**config.mk**
```make
export PLATFORM = sky130hd
export DESIGN_NAME = serializer_stream_flat
export DESIGN_NICKNAME = d
export VERILOG_FILES = /design/src/rtl/serializer_stream_if.sv /design/src/rtl/serializer_stream.sv /design/src/flat_wrapper.sv
export SDC_FILE = /design/constraint.sdc
export NUM_CORES = 1
export LEC_CHECK = 0
export CAP_MARGIN = 0
export CORE_MARGIN = 3
export CORE_UTILIZATION = 45
export CTS_BUF_LIST = sky130_fd_sc_hd__clkbuf_8
export CTS_CLUSTER_DIAMETER = 50
export DETAILED_ROUTE_END_ITERATION = 6
export PLACE_DENSITY = 0.72
export SYNTH_ARGS = -nofsm -noshare
export SYNTH_HDL_FRONTEND = slang
export SYNTH_SLANG_ARGS = --single-unit
```
**constraint.sdc**
```tcl
create_clock -name high_speed_clock -period 5.2 [get_ports high_speed_clock]
set_clock_uncertainty 0.15 [all_clocks]
set_input_delay 1.04 -clock high_speed_clock [delete_from_list [all_inputs] [get_ports high_speed_clock]]
set_output_delay 1.04 -clock high_speed_clock [all_outputs]
set_load 0.01 [all_outputs]
```
**src/rtl/serializer_stream_if.sv**
```systemverilog
// Handshake bundle for the parallel-to-serial stream: wide word in, framed D-bit slices out.
// The producer/consumer side uses master; the serializer uses slave.
interface serializer_stream_if #(
    parameter int D = 8,
    parameter int S = 8
);
    logic           in_valid;
    logic           in_ready;
    logic [D*S-1:0] data_in;
    logic [D-1:0]   data_out;
    logic           out_valid;
    logic           out_first;
    logic           out_last;

    modport master (
        output in_valid, data_in,
        input  in_ready, data_out, out_valid, out_first, out_last
    );

    modport slave (
        input  in_valid, data_in,
        output in_ready, data_out, out_valid, out_first, out_last
    );
endinterface

```
**src/rtl/serializer_stream.sv**
```systemverilog
// Word-to-slice serializer: accepts D*S-bit words and emits S framed D-bit slices,
// with a one-word holding buffer so consecutive words stream without a bubble.
module serializer_stream #(
    parameter int D         = 8,
    parameter int S         = 8,
    parameter bit LSB_FIRST = 1'b1
) (
    input  logic               high_speed_clock,
    input  logic               reset,
    serializer_stream_if.slave bus
);
    localparam int CW = (S > 1) ? $clog2(S) : 1;
    localparam logic [CW-1:0] LAST_CNT = CW'(S - 1);

    logic [D*S-1:0] active_q;
    logic [D*S-1:0] hold_q;
    logic           busy_q;
    logic           hold_valid_q;
    logic [CW-1:0]  cnt_q;

    logic [D-1:0]   data_q;
    logic           valid_q;
    logic           first_q;
    logic           last_q;

    logic           lastslot;
    logic           accept;
    logic [CW-1:0]  slot;
    logic [D-1:0]   slice_sel;

    assign lastslot     = busy_q && (cnt_q == LAST_CNT);
    assign bus.in_ready = !hold_valid_q && !reset;
    assign accept       = bus.in_valid && bus.in_ready;
    assign slot         = LSB_FIRST ? cnt_q : (LAST_CNT - cnt_q);

    // Explicit compare per slice keeps the mux legal for any S, including non-powers of two.
    always_comb begin
        slice_sel = '0;
        for (int i = 0; i < S; i++) begin
            if (slot == CW'(i)) slice_sel = active_q[i*D +: D];
        end
    end

    always_ff @(posedge high_speed_clock) begin
        if (reset) begin
            busy_q       <= 1'b0;
            hold_valid_q <= 1'b0;
            cnt_q        <= '0;
            data_q       <= '0;
            valid_q      <= 1'b0;
            first_q      <= 1'b0;
            last_q       <= 1'b0;
        end else begin
            if (busy_q && !lastslot) cnt_q <= cnt_q + CW'(1);

            if (lastslot) begin
                if (hold_valid_q) begin
                    active_q     <= hold_q;
                    hold_valid_q <= 1'b0;
                    cnt_q        <= '0;
                end else if (!accept) begin
                    busy_q <= 1'b0;
                    cnt_q  <= '0;
                end
            end

            // An accept at lastslot only happens with the hold empty, so it wins cleanly here.
            if (accept) begin
                if (!busy_q || lastslot) begin
                    active_q <= bus.data_in;
                    cnt_q    <= '0;
                    busy_q   <= 1'b1;
                end else begin
                    hold_q       <= bus.data_in;
                    hold_valid_q <= 1'b1;
                end
            end

            valid_q <= busy_q;
            data_q  <= busy_q ? slice_sel : '0;
            first_q <= busy_q && (cnt_q == '0);
            last_q  <= lastslot;
        end
    end

    assign bus.data_out  = data_q;
    assign bus.out_valid = valid_q;
    assign bus.out_first = first_q;
    assign bus.out_last  = last_q;
endmodule

```
**src/flat_wrapper.sv**
```systemverilog
// flat-port wrapper written by rule: the top's interface ports become plain ports
module serializer_stream_flat 
#(
    parameter int D         = 8,
    parameter int S         = 8,
    parameter bit LSB_FIRST = 1'b1
)
  (high_speed_clock, reset, bus_in_valid, bus_data_in, bus_in_ready, bus_data_out, bus_out_valid, bus_out_first, bus_out_last);
  serializer_stream_if #(.D(D), .S(S)) bus_i ();
  input  logic high_speed_clock;
  input  logic reset;
  input wire logic [$bits(bus_i.in_valid)-1:0] bus_in_valid;
  input wire logic [$bits(bus_i.data_in)-1:0] bus_data_in;
  output wire logic [$bits(bus_i.in_ready)-1:0] bus_in_ready;
  output wire logic [$bits(bus_i.data_out)-1:0] bus_data_out;
  output wire logic [$bits(bus_i.out_valid)-1:0] bus_out_valid;
  output wire logic [$bits(bus_i.out_first)-1:0] bus_out_first;
  output wire logic [$bits(bus_i.out_last)-1:0] bus_out_last;
  assign bus_i.in_valid = bus_in_valid;
  assign bus_i.data_in = bus_data_in;
  assign bus_in_ready = bus_i.in_ready;
  assign bus_data_out = bus_i.data_out;
  assign bus_out_valid = bus_i.out_valid;
  assign bus_out_first = bus_i.out_first;
  assign bus_out_last = bus_i.out_last;
  serializer_stream #(.D(D), .S(S), .LSB_FIRST(LSB_FIRST)) u_core (.high_speed_clock(high_speed_clock), .reset(reset), .bus(bus_i));
endmodule
```
==> qor.tcl, run 1 <==
set qor(antenna_violating_nets_post_route) 0
set qor(synth_cells) 518
set qor(postSynthRegisterBits) 144
set qor(numPortBuffers) 78
set qor(final-max-slew-violation-count) 0
set qor(std_cell_rows) 43
set qor(first_pass_iters) 7
set qor(endpoint_kind) {output pin}
set qor(final_net_count) 656
set qor(part_of_the_yosys_area_used_for_sequential_elements_pct) 64.1
set qor(cts.htree.levels) 4
set qor(drt_first_iter_violations) 344
set qor(vias_per_cell) 5.52
set qor(synth-async-reset-ratio_pct) 0
set qor(worstSkewPairLatency_ns) 0.46
set qor(timing.final.crit_period_ns) 3.47
set qor(synth_commonest_cells) {sky130_fd_sc_hd__edfxtp_1, sky130_fd_sc_hd__nand2_1, sky130_fd_sc_hd__o21ai_0, sky130_fd_sc_hd__mux2i_1, sky130_fd_sc_hd__inv_1}
set qor(netlist.top_cell.by_area) {sky130_fd_sc_hd__edfxtp_1}
set qor(tritoncts) {built}
set qor(yosys.area.top_type_share_pct) 59.2
set qor(cts_buffers) 17
set qor(ir_drop_mv) 0.163
set qor(grt_antenna_before_repair) 0
set qor(fin_area_mm2) 0.00769
set qor(cts.path.max_buffers) 2
set qor(core_region_area_mm2) 0.0140
set qor(grt_use_total_pct) 17.8
set qor(arrival_ns) 2.28
set qor(clkSinkCount) 144
set qor(stdcell_count) 776
set qor(dominantRegCellSynth) {sky130_fd_sc_hd__edfxtp_1}
set qor(min_path_type) {reg -> reg}
set qor(multiInputGateArea_mm2) 0.00204
set qor(worstPathMaxFanout) 8
set qor(synth-warning-count) 0
set qor(floorplan.die.height_um) 126
set qor(fill_cells) 1215
set qor(finalWirelength_um) 14100
set qor(cts.repair.resized) 0
set qor(run_status) {finished, final reports clean}
set qor(finalHoldWorstSlack_ns) 0.375
set qor(synth_area_per_cell_um2) 12.5
set qor(worst_path_clk_slew_ns) 0.08
set qor(gp_congestion) 0.800
set qor(drc) 0
set qor(finalSetupViolations) 0
set qor(final_util_pct) 55.0
set qor(timing.final.hold_violations) 0
set qor(die_footprint_mm2) 0.0159
set qor(boundaryPins) 79
set qor(initial_utilization_pct) 46.4
set qor(setup_repair_after_global_routing_missed_its_margin) {no}
set qor(mappedNetlistNets) 591
set qor(ctsRootBufferMaster) {sky130_fd_sc_hd__clkbuf_8}
set qor(critical_path_class) {in -> out}
set qor(cts-hold-fix-buffers) 0
set qor(synth_area_leaders) {sky130_fd_sc_hd__edfxtp_1, sky130_fd_sc_hd__mux2i_1, sky130_fd_sc_hd__o21ai_0}
set qor(number_of_synthesized_flops_with_an_enable_pin) 128
set qor(timing.fmax_ghz) 0.288
set qor(critPathRequiredTime_ns) 4.01
set qor(critical_path.startpoint_type) {primary input}
set qor(final.period_utilization_pct) 66.7
set qor(slew_headroom_pct) 31.0
set qor(leftover_overflow_at_the_end_of_global_routing) 0
set qor(dp.cells) 744
set qor(dpl_cell_area_mm2) 0.00735
set qor(area_used_by_sequential_logic_in_the_layout_mm2) 0.00416
set qor(netlist-cell-type-count) 32
set qor(synth_most_common_cell) {sky130_fd_sc_hd__edfxtp_1}
set qor(dpl.hpwl_um) 9130
set qor(pwr_density_cell_mw_per_mm2) 319
set qor(drive_above_1_share_pct) 7.55
set qor(route.detailed.wl_per_inst_um) 18.1
set qor(die_w_um) 126
set qor(via_count) 4280
set qor(syn-cell-area_mm2) 0.00649
set qor(grt_pass1_wl_um) 22300
set qor(place_ws_ns) 1.65
set qor(cap_violations) 0
set qor(via_count_of_the_first_global_routing_pass) 4181
set qor(accumulated_negative_setup_slack_ns) 0
set qor(post_cts.repair.setup_buffers) 0
set qor(worst_slack_ns) 1.73
set qor(overall_power_of_the_completed_layout_mw) 2.45
set qor(syn_to_final_growth_pct) 18.5
set qor(antenna_cells) 0
set qor(p_leak_nw) 3.03
set qor(actual_slew_at_the_worst_max_slew_pin_ns) 1.04
set qor(grt_max_degree) 129
cell usage in the layout (no fill, tap or decap):
cell type	synthesis	final
sky130_fd_sc_hd__buf_12	0	1
sky130_fd_sc_hd__and3_1	1	1
sky130_fd_sc_hd__inv_2	0	1
sky130_fd_sc_hd__nor2_1	5	4
sky130_fd_sc_hd__clkdlybuf4s50_1	0	78
sky130_fd_sc_hd__o21ai_0	69	69
sky130_fd_sc_hd__nand3_4	0	1
sky130_fd_sc_hd__a21o_1	3	3
sky130_fd_sc_hd__nand3b_1	10	10
sky130_fd_sc_hd__nor2_4	0	1
sky130_fd_sc_hd__clkbuf_8	0	21
sky130_fd_sc_hd__a221o_1	5	5
sky130_fd_sc_hd__a21oi_1	21	21
sky130_fd_sc_hd__a21oi_4	1	1
sky130_fd_sc_hd__nor2b_1	1	1
sky130_fd_sc_hd__o22ai_1	5	5
sky130_fd_sc_hd__or2_2	2	2
sky130_fd_sc_hd__or3b_1	1	1
sky130_fd_sc_hd__a221oi_1	14	14
sky130_fd_sc_hd__o22a_1	1	1
sky130_fd_sc_hd__nand2b_1	6	6
sky130_fd_sc_hd__buf_4	5	4
sky130_fd_sc_hd__mux2i_1	64	64
sky130_fd_sc_hd__a211oi_1	1	1
sky130_fd_sc_hd__edfxtp_1	128	128
sky130_fd_sc_hd__and2_1	5	5
sky130_fd_sc_hd__nand2_1	73	73
sky130_fd_sc_hd__clkinv_2	0	5
sky130_fd_sc_hd__inv_1	25	29
sky130_fd_sc_hd__dfxtp_1	16	16
sky130_fd_sc_hd__a31oi_1	5	5
sky130_fd_sc_hd__ha_1	6	6
sky130_fd_sc_hd__inv_4	0	1
sky130_fd_sc_hd__nand3_1	6	5
sky130_fd_sc_hd__o21ai_2	7	7
logic make-up after synthesis:
logic type | count (synthesis) | share of synthesized area [%]
buffers and inverters | 62 | 4.78
adder cells (fa/ha/maj) | 6 | 1.16
AO/OA/AOI/OAI | 132 | 12.4
multiplexers | 64 | 9.87
flip-flops | 144 | 64.1
AND/OR/NAND/NOR | 110 | 7.71
worst paths after layout:
kind | cells after the start | slack (ns) | from | to
worst max-delay path | 3 | 1.73 | reset | bus_in_ready
worst min-delay path | 2 | 0.37 | u_core.active_q[61] | u_core.bus.data_out[5]
worst max register to register | 5 | 1.83 | u_core.cnt_q[2] | u_core.active_q[27]
worst min register to register | 2 | 0.37 | u_core.active_q[61] | u_core.bus.data_out[5]
sequential cells by signal, summed over array words and instances, names as in the netlist, named ones only:
| name | flops |
|---|---|
| u_core.active_q | 64 |
| u_core.bus.data_out | 8 |
| u_core.bus.out_first | 1 |
| u_core.bus.out_last | 1 |
| u_core.bus.out_valid | 1 |
| u_core.busy_q | 1 |
| u_core.cnt_q | 3 |
| u_core.hold_q | 64 |
power breakdown:
part           internal [mW]  switching [mW]
Clock                  0.367           0.402
Combinational          0.135           0.159
Sequential              1.35          0.0430
Total                   1.85           0.603
area by class of cell:
| type | count | share of cell area, % |
|---|---|---|
| Sequential cell | 144 | 54.1 |
| Clock buffer | 21 | 3.76 |
| Tap cell | 180 | 2.93 |
| Clock inverter | 11 | 0.651 |
| Multi-Input combinational cell | 312 | 26.5 |
| Timing Repair Buffer | 83 | 10.8 |
| Inverter | 25 | 1.22 |
routing by layer:
layer	global-route usage [%]	wire length, um	vias up
met5	0	0	-
met4	6.12	243	0
met3	5.43	860	25
met2	25.9	6270	134
met1	25.5	6700	2079
li1	-	-	2042
worst max-delay path, cell delays in order:
cell	delay, ns
sky130_fd_sc_hd__clkdlybuf4s50_1	0.55
sky130_fd_sc_hd__nor2_1	0.14
sky130_fd_sc_hd__clkdlybuf4s50_1	0.54
Note: power is estimated with default switching activity, not from simulation.
==> run 2, diff against run 1 <==
clock period = 3.4 ns   (was 5.2 ns; I/O delays follow)
==> qor.tcl, run 2 (synthesized netlist as in run 1, its figures left out) <==
set qor(run_status) {finished, final reports clean}
set qor(worst_slack_ns) 0.617
set qor(finalSetupViolations) 0
set qor(die_w_um) 126
set qor(maximum_single_stage_delay_on_the_critical_path_ns) 0.56
set qor(dpl.hpwl_um) 9410
set qor(cts.htree.levels) 4
set qor(timing.final.hold_violations) 0
set qor(slew_headroom_pct) 26.5
set qor(final_net_count) 660
set qor(accumulated_negative_setup_slack_ns) 0
set qor(gp_congestion) 0.787
set qor(numPortBuffers) 78
set qor(place_ws_ns) 0.501
set qor(overall_power_of_the_completed_layout_mw) 4.08
set qor(drc) 0
set qor(stdcell_count) 780
set qor(ctsRootBufferMaster) {sky130_fd_sc_hd__clkbuf_8}
set qor(route.detailed.wl_per_inst_um) 17.6
set qor(antenna_violating_nets_post_route) 0
set qor(grt_use_total_pct) 17.8
set qor(layout_commonest_cell) {sky130_fd_sc_hd__edfxtp_1}
set qor(floorplan.die.height_um) 126
set qor(grt_pass1_wl_um) 22300
set qor(timing.critical_path.mode_cell) {sky130_fd_sc_hd__clkdlybuf4s50_1}
set qor(die_footprint_mm2) 0.0159
set qor(final.period_utilization_pct) 81.8
set qor(dp.cells) 748
set qor(critPathRequiredTime_ns) 2.57
set qor(post_cts.repair.setup_buffers) 0
set qor(leftover_overflow_at_the_end_of_global_routing) 0
set qor(antenna_cells) 0
set qor(finalHoldWorstSlack_ns) 0.383
set qor(boundaryPins) 79
set qor(final-max-slew-violation-count) 0
set qor(fin_area_mm2) 0.00786
set qor(final_util_pct) 56.2
set qor(grt_antenna_before_repair) 0
set qor(cap_violations) 0
set qor(drive_above_1_share_pct) 8.67
set qor(tritoncts) {built}
set qor(timing.critical_path.buf_inv) 2
set qor(core_region_area_mm2) 0.0140
set qor(initial_utilization_pct) 46.4
set qor(timing.fmax_ghz) 0.359
set qor(highest_count_cells_in_the_layout_ignoring_fill_and_taps) {sky130_fd_sc_hd__edfxtp_1, sky130_fd_sc_hd__clkdlybuf4s50_1, sky130_fd_sc_hd__nand2_1, sky130_fd_sc_hd__o21ai_0, sky130_fd_sc_hd__mux2i_1}
set qor(cts.path.max_buffers) 2
set qor(std_cell_rows) 43
set qor(p_leak_nw) 3.08
set qor(first_pass_iters) 5
set qor(drt_first_iter_violations) 453
set qor(worst_path_clk_slew_ns) 0.08
set qor(fill_cells) 1168
set qor(cts-hold-fix-buffers) 0
set qor(syn_to_final_growth_pct) 21.0
set qor(critical_path.startpoint_type) {primary input}
set qor(cp_cell_sequence) {clkdlybuf4s50_1, nor2_1, clkdlybuf4s50_1}
set qor(critical_path_class) {in -> out}
set qor(worstPathMaxFanout) 8
set qor(pwr_density_cell_mw_per_mm2) 520
set qor(arrival_ns) 1.95
set qor(critPathTopFamily) {buffers and inverters}
set qor(endpoint_kind) {output pin}
set qor(cts_buffers) 17
set qor(worst_path_max_delay_cell) {sky130_fd_sc_hd__clkdlybuf4s50_1}
set qor(vias_per_cell) 5.43
set qor(cts.repair.resized) 0
set qor(worstSkewPairLatency_ns) 0.44
set qor(ir_drop_mv) 0.237
set qor(grt_max_degree) 69
set qor(setup_repair_after_global_routing_missed_its_margin) {no}
set qor(via_count_of_the_first_global_routing_pass) 4097
set qor(actual_slew_at_the_worst_max_slew_pin_ns) 1.10
set qor(clkSinkCount) 144
set qor(dpl_cell_area_mm2) 0.00741
set qor(via_count) 4236
set qor(finalWirelength_um) 13800
set qor(timing.final.crit_period_ns) 2.78
set qor(min_path_type) {reg -> reg}
==> run 2: changes by cell type in the layout (fill, tap and decap cells not counted) <==
cell | before | now
sky130_fd_sc_hd__clkbuf_8 | 21 | 17
sky130_fd_sc_hd__inv_4 | 1 | 0
sky130_fd_sc_hd__clkinv_1 | 0 | 1
sky130_fd_sc_hd__inv_6 | 0 | 2
sky130_fd_sc_hd__clkinvlp_4 | 0 | 3
sky130_fd_sc_hd__inv_1 | 29 | 25
sky130_fd_sc_hd__buf_12 | 1 | 3
sky130_fd_sc_hd__buf_4 | 4 | 6
sky130_fd_sc_hd__bufinv_16 | 0 | 5
sky130_fd_sc_hd__clkinv_2 | 5 | 2
sky130_fd_sc_hd__clkinv_4 | 0 | 1
==> run 2: path summary, 6_finish.rpt <==
check / from / end / slack (ns) / cells past startpoint
max: reset / bus_in_ready / 0.62 / 3
min: u_core.active_q[62] / u_core.bus.data_out[6] / 0.38 / 2
max reg2reg: u_core.cnt_q[1] / u_core.bus.data_out[5] / 0.74 / 6
min reg2reg: u_core.active_q[62] / u_core.bus.data_out[6] / 0.38 / 2
==> run 2: metal layers <==
metal	GRT usage (%)	up-vias	wire length, um
met4	6.56	0	277
met2	25.0	124	6080
met1	27.2	2040	6690
met3	3.94	24	700
li1	-	2048	-
met5	0	-	0
==> run 2: report_power, final <==
| group | switching, mW | internal (mW) |
|---|---|---|
| registers | 0.0662 | 2.06 |
| logic | 0.239 | 0.212 |
| clock network | 0.636 | 0.870 |
| total | 0.941 | 3.14 |
==> run 2: worst register-to-register path, cell delays in order (launching register included) <==
cell                       delay (ns)
sky130_fd_sc_hd__dfxtp_1         0.36
sky130_fd_sc_hd__inv_1           0.09
sky130_fd_sc_hd__ha_1            0.81
sky130_fd_sc_hd__nor2b_1         0.35
sky130_fd_sc_hd__a221oi_1        0.42
sky130_fd_sc_hd__o21ai_0         0.15
sky130_fd_sc_hd__o21ai_0         0.23
==> run 2: cell type report <==
class / instances / area, um2 / area share [%]
multi-input combinational: 312 / 2040 / 25.9
sequential: 144 / 4160 / 53.0
tap: 180 / 225 / 2.87
clock buffer: 17 / 234 / 2.98
inverter: 25 / 93.8 / 1.19
timing repair buffer: 87 / 886 / 11.3
clock inverter: 15 / 216 / 2.75
